File: src/rtl/regfile_write_arbiter.sv
// Write-port sequencer for the 4x32 RegFile: clears every entry after reset, then
// round-robin arbitrates two valid/ready requesters onto the registered write port.
module regfile_write_arbiter #(
    parameter int DATA_W = 32,
    parameter int ADDR_W = 2,
    parameter int NREG   = 4
) (
    input  logic              clk,
    input  logic              reset,
    input  logic              req0_valid,
    input  logic [ADDR_W-1:0] req0_addr,
    input  logic [DATA_W-1:0] req0_data,
    output logic              req0_ready,
    input  logic              req1_valid,
    input  logic [ADDR_W-1:0] req1_addr,
    input  logic [DATA_W-1:0] req1_data,
    output logic              req1_ready,
    output logic              RegWrite,
    output logic [ADDR_W-1:0] WriteReg,
    output logic [DATA_W-1:0] WriteData,
    output logic              grant_id,
    output logic              init_done
);

    typedef enum logic {INIT, RUN} state_t;

    typedef struct packed {
        logic              we;
        logic [ADDR_W-1:0] addr;
        logic [DATA_W-1:0] data;
        logic              gid;
    } wrPort_t;

    state_t            state, stateNext;
    logic [ADDR_W-1:0] initCnt, initCntNext;
    logic              ptr, ptrNext;
    logic              doneReg, doneNext;
    wrPort_t           port, portNext;

    // Ready looks only at valids, pointer and state, never at the other ready.
    assign req0_ready = (state == RUN) && req0_valid && (!req1_valid || !ptr);
    assign req1_ready = (state == RUN) && req1_valid && (!req0_valid ||  ptr);

    always_comb begin
        stateNext   = state;
        initCntNext = initCnt;
        ptrNext     = ptr;
        doneNext    = doneReg;
        portNext    = port;
        portNext.we = 1'b0;
        case (state)
            INIT: begin
                portNext    = '{we: 1'b1, addr: initCnt, data: '0, gid: 1'b0};
                initCntNext = initCnt + 1'b1;
                if (initCnt == ADDR_W'(NREG - 1)) begin
                    stateNext = RUN;
                    doneNext  = 1'b1;
                end
            end
            RUN: begin
                if (req0_ready) begin
                    portNext = '{we: 1'b1, addr: req0_addr, data: req0_data, gid: 1'b0};
                    ptrNext  = 1'b1;
                end else if (req1_ready) begin
                    portNext = '{we: 1'b1, addr: req1_addr, data: req1_data, gid: 1'b1};
                    ptrNext  = 1'b0;
                end
            end
            default: stateNext = INIT;
        endcase
    end

    always_ff @(posedge clk) begin
        if (reset) begin
            state   <= INIT;
            initCnt <= '0;
            ptr     <= 1'b0;
            doneReg <= 1'b0;
            port    <= '0;
        end else begin
            state   <= stateNext;
            initCnt <= initCntNext;
            ptr     <= ptrNext;
            doneReg <= doneNext;
            port    <= portNext;
        end
    end

    assign RegWrite  = port.we;
    assign WriteReg  = port.addr;
    assign WriteData = port.data;
    assign grant_id  = port.gid;
    assign init_done = doneReg;

endmodule

File: config.mk
export PLATFORM = sky130hd
export DESIGN_NAME = regfile_write_arbiter
export DESIGN_NICKNAME = d
export VERILOG_FILES = /design/src/rtl/regfile_write_arbiter.sv
export SDC_FILE = /design/constraint.sdc
export NUM_CORES = 1
export LEC_CHECK = 0
export BUFFER_PORTS_ARGS = -buffer_cell sky130_fd_sc_hd__buf_2
export CORE_ASPECT_RATIO = 1.5
export CORE_MARGIN = 10
export CORE_UTILIZATION = 45
export CTS_CLUSTER_SIZE = 24
export DETAILED_ROUTE_END_ITERATION = 10
export GPL_TIMING_DRIVEN = 0
export PLACE_DENSITY = 0.85
export REMOVE_ABC_BUFFERS = 1
export SLEW_MARGIN = 5
export SYNTH_ARGS = -nofsm -noshare
export SYNTH_HDL_FRONTEND = slang
export SYNTH_SLANG_ARGS = --single-unit
File: constraint.sdc
create_clock -name clk -period 2.7 [get_ports clk]
set_input_delay 0.27 -clock clk [delete_from_list [all_inputs] [get_ports clk]]
set_output_delay 0.27 -clock clk [all_outputs]
set_load 0.01 [all_outputs]
# --- After elaboration in Yosys (flattened, before gate mapping) ---
# Cells that the tools add are included.
word_totals:
  output_inout_bits: 39
  regBits: 41
  word_cells: 31
classes:
  mux: 7
  eq_ne: 2
  addsub: 1
  bitwise: 1
  n_reduce_logical: 12
ops:
  columns: ["operator", "n"]
  rows:
  - ["$mux 36", 2]
  - ["$pmux 36 s2", 1]
  - ["$logic_and 1x1->1", 4]
  - ["$mux 1", 4]
  - ["$reduce_and 2->1", 2]
  - ["$logic_not 1->1", 3]
  - ["$ne 3x3->1 const B", 1]
  - ["$add 2x1->2 const B", 1]
  - ["$eq 2x2->1 const B", 1]
  - ["$logic_or 1x1->1", 2]
  - ["$reduce_bool 2->1", 1]
  - ["$not 1->1", 1]

# --- Longest topological paths before layout ---
depth:
  depth_word: 6
  mapped_depth: 6
  mapped_depth_nobuf: 3

# --- Worst setup path before layout ---
# Ideal clock, no wire load.
synth_path:
  kind: "input -> register"
  from: "in req1_valid"
  to: "reg port (netlist bit WriteData[0])"
  stages: 6
  setup_ps: 122
  path_slack_ps: 1360
  path_buffers: 3
  arrival_ps: 1218
  cell_sequence: "buf_6 -> and2_4 -> and3_4 -> buf_6 -> buf_6 -> a221o_1"
synth_via:
  elab_chain_cells: 5
  elab_cells_between_ends: 8
  cone_classes: "eq/ne: 1; mux: 2; reduce/logical: 5"
synth_rtl:
  columns: ["element", "line_no", "source"]
  rows:
  - ["from (decl)", "14", "input logic req1_valid,"]
  - ["$logic_not 1->1", "41", "assign req0_ready = (state == RUN) && req0_valid && (!req1_valid || !ptr);"]
  - ["$logic_or 1x1->1", "41", null]
  - ["$logic_and 1x1->1", "41", null]
  - ["$mux 36", "61", "if (req0_ready) begin"]
  - ["$pmux 36 s2", "51", "case (state)"]
  - ["to (signal assigned)", "85", "port <= portNext;"]
  - ["to (decl)", "38", "wrPort_t port, portNext;"]
# Several ways; a longest one is shown, not always the timed one.
# A chain may end at the register's enable or synchronous reset.

# --- Worst setup path in the final report ---
layout_path:
  from: "reg state"
  to: "reg port (netlist bit WriteData[24])"
layout_via:
  elab_chain_cells: 4
  elab_cells_between_ends: 8
  cone_classes: "eq/ne: 1; mux: 2; bitwise: 1; reduce/logical: 4"
layout_rtl:
  columns: ["element", "line_no", "source"]
  rows:
  - ["from (decl)", "34", "state_t state, stateNext;"]
  - ["from (signal assigned)", "81", "state <= stateNext;"]
  - ["$logic_and 1x1->1 (2 in series)", "41", null]
  - ["$mux 36", "61", null]
  - ["$pmux 36 s2", "51", null]
# Several ways; a longest one is shown, not always the timed one.

==> summary.txt <==
CTS
  • TritonCTS clock tree: built
  • CTS sink count: 41
  • Clock transition at path regs: 0.08 ns
  • Longest Clk Path Bufs: 2
  • # resized after CTS: 0
  • Root buf cell: clkbuf_8
  • Cts bufs inserted: 5
  • Worst-Skew Late Latency: 0.30 ns
  • Htree depth: 2
  • Hold-fix buffers, CTS: 0
  • Setup Buffers After CTS: 0

Logic synthesis
  • Syn avg cell area: 10.9 um^2
  • Area contributors post-synth: dfxtp_1 48%, a221o_1 18%, and2_1 12%, buf_6 3.3%, a21oi_1 1.5%
  • Synthesis Warnings: 0
  • FF+latch count, synth: 41
  • Syn Inst Count: 156
  • Area share of the largest cell type after synthesis: 48.5%
  • Synth unique cells: 30
  • Seq/Total Area, Yosys: 48.5%
  • Netlist Area Pre-Place: 1690 um^2
  • Yosys top cell by area: dfxtp_1

Final layout
  • Area delta synth->final: 38.7%
  • Final-stage net count: 333
  • Finished Core Util: 64.4%
  • Layout cell share with drive strength beyond 1: 48.3%
  • N_diodes: 0
  • Most common cell after layout, fill and taps aside: buf_2
  • Most frequent cells in the layout: 110 x buf_2, 41 x dfxtp_1, 32 x and2_1, 30 x a221o_1

Global routing
  • Grt ovf: 0
  • GRT Util Overall: 15.5%
  • Initial antenna violation count: 0
  • Pin count of the biggest net entering global routing: 33
  • Number of global-route vias before repair: 1,810
  • Global-route wire length before repair: 8.48 mm

Placed design
  • DPL Wire Length: 4.03 mm
  • Placement Setup Slack: 0.634 ns
  • Port bufs: 110
  • Placer Congestion: 0.887

Critical path
  • Max stage delay cell, worst path: nor4b_4
  • Crit path DAT: 2.30 ns
  • Worst path cell trace: nor4b_4 -> and2_1 -> a221o_1
  • Worst setup path class: flip-flop to flip-flop
  • Critical Path Start Type: flip-flop
  • Worst-path fanout max: 32
  • CP peak stage delay: 1.05 ns
  • CP required: 2.94 ns
  • Worst setup EP type: flip-flop

Timing
  • Fin crit period: 2.06 ns
  • Slew @ Worst Pin: 1.22 ns
  • Crit share post-route: 76.4%
  • Clock Skews: 0.00959 ns
  • Fmax: 0.485 GHz
  • Setup violators final: 0
  • Final worst-path setup slack: 0.636 ns
  • Hold Vio Cnt, Final: 0
  • TNS Setup: 0 ns
  • Slew HR: 18.6%
  • Slew Viols, Final: 0
  • RSZ-0062 raised after global routing: false

Run status
  • Status: completed

Pwr
  • PwrDens: 564 nW/um^2
  • Final Total Pwr: 1330 uW
  • Worst vdd rail ir drop: 0.382 mV
  • Static leakage: 0.00119 uW

Die
  • Die area: 6670 um^2
  • Die H: 95.1 um
  • Chip Width: 70.1 um
  • Top Ports: 111
  • Core Box Area: 3650 um^2
  • Row cnt: 27
  • Initial core utilization: 46.4%

Drt
  • Drt total wl: 5.26 mm
  • Vias: 1,617
  • Wire per inst: 17.3 um
  • Vias per inst: 5.32
  • Initial DRT Pass Iterations: 4
  • Antenna-violating nets left: 0
  • DRC: 0
  • DR iter-0 viols: 83

Flow run
  • Max-Cap Viols: 0

Hold path
  • Type of the tightest min-delay check: input pin to flip-flop
## registers in the layout, indices dropped and copies added, names as in the netlist
| register | flops |
|---|---|
| initCnt | 2 |
| grant_id | 1 |
| ptr | 1 |
| RegWrite | 1 |
| state | 1 |
| WriteReg | 2 |
| init_done | 1 |
| WriteData | 32 |
## cell type report
cell class	instances	area [um^2]
Timing Repair Buffer	111	578
Clock inverter	2	37.5
Fill cell	320	1300
Clock buffer	6	82.6
Multi-Input combinational cell	97	761
Sequential cell	41	821
Inverter	4	15.0
Tap cell	43	53.8
## final timing paths
| kind | startpoint | to | slack, ns | cells after the start |
|---|---|---|---|---|
| max reg2reg | state | WriteData[24] | 0.64 | 3 |
| max | state | WriteData[24] | 0.64 | 3 |
| min reg2reg | init_done | init_done | 0.49 | 2 |
| min | req0_data[19] | WriteData[19] | 0.19 | 2 |
## worst max-delay path: cells and delay by family (launching register included)
family | cells | cell delay, ns
AOI/OAI and AO/OA | 1 | 0.12
DFF | 1 | 0.58
and+or+nand+nor | 2 | 1.30
## cell families (layout without fill, tap and decap cells)
family / Yosys count / in the layout / share of synthesized area, %
compound gates: 43 / 43 / 23.4
xor+xnor: 1 / 1 / 0.517
fa+ha+maj: 1 / 1 / 0.739
buf+inv: 18 / 123 / 6.95
flops: 41 / 41 / 48.5
mux: 1 / 1 / 0.591
simple gates: 51 / 51 / 19.4
## Yosys cell counts, drive strengths merged
library cell and instances:
dfxtp 41, a211oi 1, ha 1, a31oi 2, a311oi 1, and3 1
a32o 1, nor4b 1, clkbuf 3, a21oi 5, nor3b 1, a32oi 1
and2 34, nor2b 1, nand3 1, a221o 32, nor3 2, inv 4
mux2i 1, xor2 1, nand2b 1, nand2 2, nor2 6, buf 11
nand4 1
## stage by stage
step	hold WS (ns)	std cells	area, um^2
final	0.191	304	2350
after floorplan	0.339	142	1590
after global routing	0.185	304	2350
after global placement	0.458	295	2190
after CTS	0.184	304	2350
after detailed placement	0.474	296	2230
## power by group
part / leakage (uW) / internal, uW / switching, uW / total (uW)
Sequential: 0.000332 / 633 / 21.7 / 655
Clock: 0.0000574 / 301 / 212 / 513
Combinational: 0.000800 / 84.3 / 73.2 / 157
## metal layers
layer,routed length (um),vias up,GRT usage (%),share of wire [%]
met2,2520,82,25.8,48
met5,0,-,0,0
met3,602,5,8.11,11
met4,65,0,7.43,1.2
li1,-,788,-,-
met1,2080,742,15.7,39
Power figures use the tool's default switching activity.
